--- config.mk ---
export PLATFORM = sky130hd
export DESIGN_NAME = key_conditioner
export DESIGN_NICKNAME = d
export VERILOG_FILES = /design/src/rtl/key_pkg.sv /design/src/rtl/key_debounce_cell.sv /design/src/rtl/key_conditioner.sv
export SDC_FILE = /design/constraint.sdc
export NUM_CORES = 1
export LEC_CHECK = 0
export ABC_CLOCK_PERIOD_IN_PS = 3500
export CAP_MARGIN = 20
export CORE_ASPECT_RATIO = 0.5
export CORE_MARGIN = 2
export CORE_UTILIZATION = 61
export CTS_CLUSTER_SIZE = 24
export DETAILED_ROUTE_END_ITERATION = 8
export PLACE_DENSITY = 0.91
export SKIP_LAST_GASP = 1
export SYNTH_ARGS = -nofsm -noshare
export SYNTH_HDL_FRONTEND = slang
export SYNTH_SLANG_ARGS = --single-unit
export TNS_END_PERCENT = 30
--- constraint.sdc ---
create_clock -name clk -period 3.5 [get_ports clk]
set_clock_uncertainty 0.1 [all_clocks]
set_input_delay 0.7 -clock clk [delete_from_list [all_inputs] [get_ports clk]]
set_output_delay 0.7 -clock clk [all_outputs]
set_load 0.1 [all_outputs]
--- src/rtl/key_pkg.sv ---
// Shared constants for the key conditioner.
// Holds the default key count, the key index map and a counter-width helper.
package key_pkg;

    localparam int NUM_KEYS = 12;

    localparam int KEY_IDX_1     = 0;
    localparam int KEY_IDX_2     = 1;
    localparam int KEY_IDX_3     = 2;
    localparam int KEY_IDX_4     = 3;
    localparam int KEY_IDX_5     = 4;
    localparam int KEY_IDX_6     = 5;
    localparam int KEY_IDX_7     = 6;
    localparam int KEY_IDX_8     = 7;
    localparam int KEY_IDX_9     = 8;
    localparam int KEY_IDX_STAR  = 9;
    localparam int KEY_IDX_0     = 10;
    localparam int KEY_IDX_SHARP = 11;

    // Bits needed for a counter that must hold the value n itself.
    function automatic int cnt_width(input int n);
        return (n < 1) ? 1 : $clog2(n + 1);
    endfunction

endpackage

--- src/rtl/key_debounce_cell.sv ---
// Per-key conditioning cell.
// Ports:
//   clk           system clock
//   rst           synchronous active-high reset
//   sample_tick_i one-clk debounce sample strobe from the shared prescaler
//   key_raw_i     asynchronous raw key level
//   level_o       debounced key level
//   press_o       one-clk pulse on accepted 0->1
//   release_o     one-clk pulse on accepted 1->0
//   long_o        one-clk pulse once the key has been held LONG_SAMPLES samples
module key_debounce_cell
    import key_pkg::*;
#(
    parameter int DB_SAMPLES   = 8,
    parameter int LONG_SAMPLES = 1000
) (
    input  logic clk,
    input  logic rst,
    input  logic sample_tick_i,
    input  logic key_raw_i,
    output logic level_o,
    output logic press_o,
    output logic release_o,
    output logic long_o
);

    localparam int DBW = cnt_width(DB_SAMPLES);
    localparam int HW  = cnt_width(LONG_SAMPLES);

    localparam logic [DBW-1:0] DB_LAST   = DBW'(DB_SAMPLES - 1);
    localparam logic [HW-1:0]  HOLD_MAX  = HW'(LONG_SAMPLES);
    localparam logic [HW-1:0]  HOLD_LAST = HW'(LONG_SAMPLES - 1);

    logic           sync1_q, sync2_q;
    logic [DBW-1:0] db_cnt_q, db_cnt_d;
    logic [HW-1:0]  hold_q, hold_d;
    logic           level_q, level_d;
    logic           press_q, press_d;
    logic           release_q, release_d;
    logic           long_q, long_d;

    always_comb begin
        db_cnt_d  = db_cnt_q;
        level_d   = level_q;
        hold_d    = hold_q;
        press_d   = 1'b0;
        release_d = 1'b0;
        long_d    = 1'b0;

        if (sample_tick_i) begin
            if (sync2_q != level_q) begin
                // The sample that would make the count reach DB_SAMPLES flips the level.
                if (db_cnt_q == DB_LAST) begin
                    level_d   = ~level_q;
                    db_cnt_d  = '0;
                    press_d   = ~level_q;
                    release_d = level_q;
                end else begin
                    db_cnt_d = db_cnt_q + 1'b1;
                end
            end else begin
                db_cnt_d = '0;
            end
        end

        // Hold counting stops on the tick that accepts a release, so a long
        // pulse can never coincide with the release pulse.
        if (!level_q) begin
            hold_d = '0;
        end else if (sample_tick_i && !release_d && (hold_q != HOLD_MAX)) begin
            hold_d = hold_q + 1'b1;
            long_d = (hold_q == HOLD_LAST);
        end
    end

    always_ff @(posedge clk) begin
        if (rst) begin
            sync1_q   <= 1'b0;
            sync2_q   <= 1'b0;
            db_cnt_q  <= '0;
            hold_q    <= '0;
            level_q   <= 1'b0;
            press_q   <= 1'b0;
            release_q <= 1'b0;
            long_q    <= 1'b0;
        end else begin
            sync1_q   <= key_raw_i;
            sync2_q   <= sync1_q;
            db_cnt_q  <= db_cnt_d;
            hold_q    <= hold_d;
            level_q   <= level_d;
            press_q   <= press_d;
            release_q <= release_d;
            long_q    <= long_d;
        end
    end

    assign level_o   = level_q;
    assign press_o   = press_q;
    assign release_o = release_q;
    assign long_o    = long_q;

endmodule

--- src/rtl/key_conditioner.sv ---
// Keypad conditioner: synchronises, debounces and classifies NUM_KEYS keys.
// Ports:
//   clk          system clock
//   rst          synchronous active-high reset
//   key_raw      asynchronous raw key levels (index map in key_pkg)
//   key_level    debounced key levels
//   key_press    one-clk pulse per accepted press
//   key_release  one-clk pulse per accepted release
//   key_long     one-clk pulse per press held LONG_SAMPLES samples
//   any_key      OR of key_level
module key_conditioner
    import key_pkg::*;
#(
    parameter int NUM_KEYS     = key_pkg::NUM_KEYS,
    parameter int SAMPLE_DIV   = 50000,
    parameter int DB_SAMPLES   = 8,
    parameter int LONG_SAMPLES = 1000
) (
    input  logic                clk,
    input  logic                rst,
    input  logic [NUM_KEYS-1:0] key_raw,
    output logic [NUM_KEYS-1:0] key_level,
    output logic [NUM_KEYS-1:0] key_press,
    output logic [NUM_KEYS-1:0] key_release,
    output logic [NUM_KEYS-1:0] key_long,
    output logic                any_key
);

    localparam int PW = cnt_width(SAMPLE_DIV);
    localparam logic [PW-1:0] PRE_LAST = PW'(SAMPLE_DIV - 1);

    logic [PW-1:0] pre_q, pre_d;
    logic          sample_tick;

    assign sample_tick = (pre_q == PRE_LAST);

    always_comb begin
        pre_d = sample_tick ? '0 : pre_q + 1'b1;
    end

    always_ff @(posedge clk) begin
        if (rst) begin
            pre_q <= '0;
        end else begin
            pre_q <= pre_d;
        end
    end

    for (genvar k = 0; k < NUM_KEYS; k++) begin : g_key
        key_debounce_cell #(
            .DB_SAMPLES   (DB_SAMPLES),
            .LONG_SAMPLES (LONG_SAMPLES)
        ) u_cell (
            .clk           (clk),
            .rst           (rst),
            .sample_tick_i (sample_tick),
            .key_raw_i     (key_raw[k]),
            .level_o       (key_level[k]),
            .press_o       (key_press[k]),
            .release_o     (key_release[k]),
            .long_o        (key_long[k])
        );
    end

    assign any_key = |key_level;

endmodule

After elaboration in Yosys (flattened, before gate mapping)
Cells that the tools add are included.

Equality and inequality tests: 49. $add $sub $neg: 25. Mux-type cells: 60. Bitwise gates (word level): 49. Reductions and logical operators: 86.

Operators with widths (count): $add A10 B1 Y10 const B (12); $eq A10 B10 Y1 const B (12); $ne A10 B10 Y1 const B (12); $mux W4 (24); $not A1 Y1 (49); $add A4 B1 Y4 const B (12); $eq A4 B3 Y1 const B (12); $reduce_or A4 Y1 (12); $mux W1 (36); $reduce_and A3 Y1 (12); $reduce_or A3 Y1 (12); $reduce_or A2 Y1 (13); $logic_and A1 B1 Y1 (24); $add A16 B1 Y16 const B (1); $eq A16 B16 Y1 const B (1); $logic_not A1 Y1 (12); $ne A1 B1 Y1 (12); $reduce_or A12 Y1 (1).

Output and inout bits: 49. Flip-flop bits (word level): 256. Input port bits: 14.

Longest topological paths before layout
Gate-level depths: netlist of run 1.

Depth after elaboration: 9. Gate-level depth with buffers: 9. Mapped depth without buffers: 6.

Modules after synthesis
From an unflattened synthesis of run 1, not the netlist that was laid out.

Cells, all modules: 1392. Area, all modules: 12131.6 µm².

Modules (own cells, without submodules): key_debounce_cell (sequential area each 400.4 µm², times used 12, area an instance 949.7 µm², cells an instance 109); key_conditioner (sequential area each 320.3 µm², times used 1, area an instance 735.7 µm², cells an instance 84).

Worst setup path after synthesis of run 1
No wires, ideal clock.

Path kind: reg-to-reg. Start: register pre_q[5]. End: register g_key[4].u_cell.hold_q[7]. Arrival time: 2.290 ns. Clock period less this slack: 2.525 ns. Path slack: 0.975 ns. Stages on the path, launching flop included: 8. Buffers on the path: 3. Library setup time: 0.135 ns. Cell sequence: dfxtp_1 -> or4_4 -> or4_4 -> buf_6 -> buf_2 -> buf_2 -> o311ai_0 -> o41ai_1.

Cells in the longest elaborated chain, start to end: 5.

RTL lines: start, declared (line key_conditioner.sv:32) `logic [PW-1:0] pre_q, pre_d;`; start signal, assigned (line key_conditioner.sv:45) `pre_q <= pre_d;`; $eq A16 B16 Y1 (*) (line key_conditioner.sv:35) `assign sample_tick = (pre_q == PRE_LAST);`; $mux W1 (line key_debounce_cell.sv:50) `if (sample_tick_i) begin`; $logic_not A1 Y1 (line key_debounce_cell.sv:70) `end else if (sample_tick_i && !release_d && (hold_q != HOLD_MAX)) begin`; $logic_and A1 B1 Y1 (*) (2 in series) (line key_debounce_cell.sv:70); end signal, assigned (line key_debounce_cell.sv:90) `hold_q <= hold_d;`; end, declared (line key_debounce_cell.sv:36) `logic [HW-1:0] hold_q, hold_d;`.

Mark *: on every way between the ends. The rest lies on a longest branch, timed or not. A chain may end at the register's enable or synchronous reset.

Worst setup path in the final report of run 1
Start: register pre_q[5]. End: register g_key[4].u_cell.hold_q[6].

Same word-level chain as after synthesis.

==> results of run 1 <==
==> layout make-up <==
cell class	count	area, sq um
Clock inverter	7	92.6
Multi-Input combinational cell	1053	6760
Clock buffer	32	669
Tap cell	273	342
Timing Repair Buffer	73	666
Fill cell	1542	6690
Inverter	58	218
Sequential cell	256	5120
==> per-stage QoR <==
step           instance area, sq um  utilization (%)  cells
6_report                      13900             67.5   1752
3_3_place_gp                  13100             63.8   1713
3_5_place_dp                  13100             63.8   1713
5_1_grt                       13900             67.5   1752
4_1_cts                       13900             67.5   1752
2_1_floorplan                 12800                -   1495
==> routing by layer <==
layer | global-route usage, % | vias to the layer above | part of all wire [%]
li1 | - | 5500 | -
met1 | 35.1 | 5454 | 43
met2 | 45.7 | 434 | 48
met3 | 3.60 | 77 | 6.8
met4 | 8.98 | 0 | 2.5
met5 | 0 | - | 0
==> kinds of logic (layout without fill, tap and decap cells) <==
group	Yosys count	in the layout	synth area share, %
buf+inv	186	170	7.14
flops	256	256	40.1
xor+xnor	26	26	1.78
fa+ha+maj	37	37	3.62
mux	9	9	0.764
compound gates	353	353	16.8
simple gates	628	628	29.8
==> report_power, final <==
group | internal, mW | leakage (nW) | switching [mW]
registers | 2.93 | 2.07 | 0.0107
clock network | 1.48 | 0.367 | 1.09
logic | 0.0397 | 1.84 | 0.0471
total | 4.45 | 4.28 | 1.14
==> cell usage after synthesis, drive strengths merged, types with 2 or more instances <==
library cell    n
o31ai          73
clkbuf         65
o21a            4
nand2b         40
a21oi         159
nand4b         22
inv            58
xnor2           9
nor2b          36
a311o           2
and2           31
or4            67
nor2           63
and3b           4
nand4          65
mux2            6
ha             37
nor3            8
xor2           17
o311ai          3
and3           16
nand3          88
nand2          50
and4           15
buf            63
or2            11
o2bb2ai        10
nor4           35
and4b          11
o211ai          6
o2111ai        10
or3            34
mux2i           3
a31oi           5
dfxtp         256
nand3b         28
a31o            4
o21ai          63
o41ai          13
==> how the worst max path moves through the flow <==
| stage | start | to | slack, ps | cells past startpoint |
|---|---|---|---|---|
| floorplan | pre_q[5]$_SDFF_PP0_ | g_key[4].u_cell.hold_q[7]$_SDFFE_PP0P_ | 970 | 7 |
| global placement | pre_q[5]$_SDFF_PP0_ | g_key[5].u_cell.hold_q[8]$_SDFFE_PP0P_ | 820 | 5 |
| detailed placement | pre_q[5]$_SDFF_PP0_ | g_key[6].u_cell.hold_q[4]$_SDFFE_PP0P_ | 730 | 5 |
| CTS | g_key[5].u_cell.press_o$_SDFF_PP0_ | key_press[5] | 660 | 1 |
| global route | pre_q[5]$_SDFF_PP0_ | g_key[4].u_cell.hold_q[9]$_SDFFE_PP0P_ | 570 | 5 |
| finish | pre_q[5]$_SDFF_PP0_ | g_key[4].u_cell.hold_q[6]$_SDFFE_PP0P_ | 610 | 5 |
==> flow_summary.ini, run 1 <==
[status]
status = complete, no violations

[cts]
cts_setup_buffers = 0
postCtsHoldBufs = 0
tritoncts = built
clk_pin_slew_ps = 70
htreeDepth = 1
cts.sinks = 256
cts_made_buffers = 23
clock_tree.buffer_depth = 3
clkLatencyLatePin_ps = 510
ctsResizeCount = 0
root_buffer = clkbuf_16

[logic_synthesis]
avgSynthCellArea_sq_um = 8.55
synth_top_area_share_pct = 40.1
ys_warn_count = 0
synth_area_leaders = dfxtp_1 40%, a21oi_1 6.2%, o31ai_1 4.3%
synth-edff-count = 0
ys_seq_area_share_pct = 40.1
synth_area_leader_cell = dfxtp_1
ys_types = 50
syn-instance-count = 1495
synth_nets = 1546
synth_seq_cells = 256
ys.flop_type = dfxtp_1
syn_area_sq_um = 12800
async_flop_share_pct = 0

[global_route]
grt_start_max_net_pins = 179
grt_overflow = 0
grt_usage_pct = 26.7
grt_pass1_wl_um = 50400
antenna_found_initial = 0
grt_pass1_vias = 10900

[critical_path]
critPathKind = reg -> reg
worst-path-buf-inv = 1
crit_slowest_cell = or4_1
cp_common_cell = or4_4
endpoint_kind = register
reg2reg_to = g_key[4].u_cell.hold_q[6]$_SDFFE_PP0P_
start_kind = register
required_ps = 3830
slowest_delay_ps = 610
cp_top_family = simple AND/OR/NAND/NOR gates
worstPathCellList = or4_4, or4_4, buf_12, or4_1, a21oi_1
reg2reg_slack_ps = 610
r2r_start = pre_q[5]$_SDFF_PP0_
path_max_fanout = 178
cp_data_arrival_time_ps = 3230
rr_worst_depth = 5

[timing]
fin_setup_tns_ps = 0
setup_slack_ps = 608
setup_violations = 0
hold_viol = 0
finalCritPeriodShare_pct = 82.6
hold_ws_ps = 337
fin_crit_ps = 2890
fmax_mhz = 346
tightest_slew_ps = 1010
drv_slew = 0
rsz0062_at_grt = false
max_slew_margin_pct = 32.2

[route]
ant_nets = 0
drtIter0Drc = 1212
remaining_drc_errors = 0
vias = 11500
wl_um = 30300
drtPass1Iterations = 5
viasPerCell = 6.54
wl_per_cell_um = 17.3

[layout]
reg_top3 = g_key.u_cell.hold_q x120, g_key.u_cell.db_cnt_q x48, pre_q x16
syn2layout_area_growth_pct = 8.53
largest_register_ff_count = 120
diodes = 0
final_common_cell = dfxtp_1
drive_gt1_share_pct = 7.23
max_flop_register = g_key.u_cell.hold_q
final_cell_mix = 256 x dfxtp_1, 159 x a21oi_1, 88 x nand3_1
final_nets = 1516

[floorplanning]
initial_utilization_pct = 62.2
fp.dieW_um = 209
chipHeight_um = 106
core_sq_um = 20600
placementRows = 37
die_area_sq_um = 22200
pin_count = 63

[place]
dp_hpwl_um = 19900
io_buffers = 62
dp_slack_ps = 732
globalplace.congestion = 0.860

[power_and_ir_drop]
total_power_mw = 5.59
power_leakage_nw = 4.28
vdd_drop_max_mv = 0.226
power.density_nw_per_um2 = 403

[run]
cap_violations = 0

[hold_path]
min_from = g_key[7].u_cell.sync1_q$_SDFF_PP0_
hold_depth = 1
holdCritPathClass = reg -> reg
hold_end = g_key[7].u_cell.sync2_q$_SDFF_PP0_
(Power assumes the default switching activity.)
==> run 2, diff against run 1 <==
ABC_CLOCK_PERIOD_IN_PS = 2400   (was 3500)
CORE_UTILIZATION = 55   (was 61)
PLACE_DENSITY = 0.87   (was 0.91)
clock period = 2.4 ns   (was 3.5 ns; I/O delays follow)
==> flow_summary.ini, run 2 (synthesis gave the netlist of run 1 again) <==
[layout]
final_nets = 1604
largest_register_ff_count = 120
max_flop_register = g_key.u_cell.hold_q
fillCellCount = 1359
reg_top3 = g_key.u_cell.hold_q x120, g_key.u_cell.db_cnt_q x48, pre_q x16
final_cell_mix = 254 x dfxtp_1, 114 x a21oi_1, 106 x buf_4
diodes = 0
drive_gt1_share_pct = 22.6
syn2layout_area_growth_pct = 24.5
final_common_cell = dfxtp_1
final_util_pct = 69.8

[cts]
clk_pin_slew_ps = 70
postCtsHoldBufs = 0
clkLatencyLatePin_ps = 530
tritoncts = built
cts.sinks = 256
htreeDepth = 1
clock_tree.buffer_depth = 3
root_buffer = clkbuf_16
cts_made_buffers = 24

[place]
io_buffers = 62
globalplace.congestion = 0.907
dp_hpwl_um = 21700
dp_slack_ps = -183

[global_route]
grt_start_max_net_pins = 32
grt_overflow = 0
grt_usage_pct = 28.5
grt_pass1_vias = 12100
grt_pass1_wl_um = 59000
antenna_found_initial = 0

[timing]
drv_slew = 0
rsz0062_at_grt = true
max_slew_margin_pct = 22.8
hold_viol = 0
setup_slack_ps = -314
tightest_slew_ps = 1150
finalCritPeriodShare_pct = 113
fmax_mhz = 368
setup_violations = 158
fin_crit_ps = 2710

[route]
remaining_drc_errors = 0
viasPerCell = 6.96
wl_um = 40900
wl_per_cell_um = 21.8
vias = 13100
ant_nets = 0
drtPass1Iterations = 8
drtIter0Drc = 1551

[floorplanning]
core_sq_um = 22800
initial_utilization_pct = 56.1
fp.dieW_um = 220
chipHeight_um = 112
die_area_sq_um = 24500
pin_count = 63
placementRows = 39

[critical_path]
slowest_delay_ps = 610
path_max_fanout = 8
critPathKind = reg -> reg
cp_data_arrival_time_ps = 3010
cp-startpoint = pre_q[14]$_SDFF_PP0_
required_ps = 2700
cp_common_cell = buf_12
r2r_start = pre_q[14]$_SDFF_PP0_
worstPathCellList = or4bb_1, or4_4, buf_12, buf_16, buf_12, buf_6, o21ai_0, a21oi_1
endpoint_kind = register
start_kind = register
crit_slowest_cell = or4_4

[power_and_ir_drop]
p_seq_share_pct = 52.7
sw_frac_of_total_pct = 21.9
power.density_nw_per_um2 = 512
clockPowerShare_pct = 45.6
p_sw_mw = 1.78
vdd_drop_max_mv = 0.381
power_frac_comb_pct = 1.7
p_int_mw = 6.36
power_leakage_nw = 5.08

[run]
cap_violations = 0

[hold_path]
min_from = g_key[9].u_cell.sync1_q$_SDFF_PP0_
holdCritPathClass = reg -> reg

[status]
status = finished with violations
violations = negative setup slack
run 2: cell count changes in the layout (fill, tap and decap cells not counted), sizes merged:
| cell | change |
|---|---|
| buf | +101 |
| bufinv | -2 |
| clkbuf | +5 |
| clkdlybuf4s50 | -16 |
| clkinv | +2 |
| clkinvlp | -2 |
| inv | +1 |
run 2: layout make-up:
class / instances / area, sq um / area share [%]
Clock inverter: 6 / 36.3 / 0.228
Tap cell: 307 / 384 / 2.41
Clock buffer: 35 / 703 / 4.42
Multi-Input combinational cell: 1053 / 7710 / 48.5
Sequential cell: 256 / 5130 / 32.2
Timing Repair Buffer: 160 / 1730 / 10.9
Inverter: 58 / 218 / 1.37
run 2: worst paths after layout:
path                                         endpoint  cells after the start  slack [ps]
max          g_key[1].u_cell.db_cnt_q[2]$_SDFFE_PP0P_                      8        -310
min                g_key[9].u_cell.sync2_q$_SDFF_PP0_                      1         330
max reg2reg  g_key[1].u_cell.db_cnt_q[2]$_SDFFE_PP0P_                      8        -310
min reg2reg        g_key[9].u_cell.sync2_q$_SDFF_PP0_                      1         330
run 2: layer usage:
layer  GRT usage, %  part of all wire, %
met1           36.1                   37
met2           48.5                   47
met3           5.30                   11
met4           10.9                  5.4
met5              0                    0
run 2: per-stage QoR:
stage          instances  setup TNS [ps]  power [mW]  area, sq um  hold slack (ps)
2_1_floorplan       1495           -6900        4.45        12800              314
3_3_place_gp        1803           -5340        4.50        13600              320
3_5_place_dp        1803           -8180        4.51        13600              324
4_1_cts             1865          -15940        8.09        15100              337
5_1_grt             1875          -25050        8.29        15900              370
6_report            1875          -18040        8.14        15900              333
run 2: critical path, delay by kind of cell, from the launching register on:
kind                   cells  cell delay (ps)
AOI/OAI and AO/OA          2              430
buffers and inverters      4              600
DFF                        1              340
and+or+nand+nor            2             1120
run 2: power groups by stage:
stage / clock network, mW / registers (mW) / logic [mW]
finish: 3.71 / 4.29 / 0.142
floorplan: 0 / 4.38 / 0.0755
detailed placement: 0 / 4.38 / 0.127
CTS: 3.68 / 4.29 / 0.128
global route: 3.86 / 4.29 / 0.149
global placement: 0 / 4.38 / 0.121
run 2: repair_timing:
item / CTS / global route
pin swaps: 88 / 69
gates resized for setup: 90 / 138
setup endpoints to repair: 91 / 201
setup buffers: 10 / 8
cloned: 11 / 3
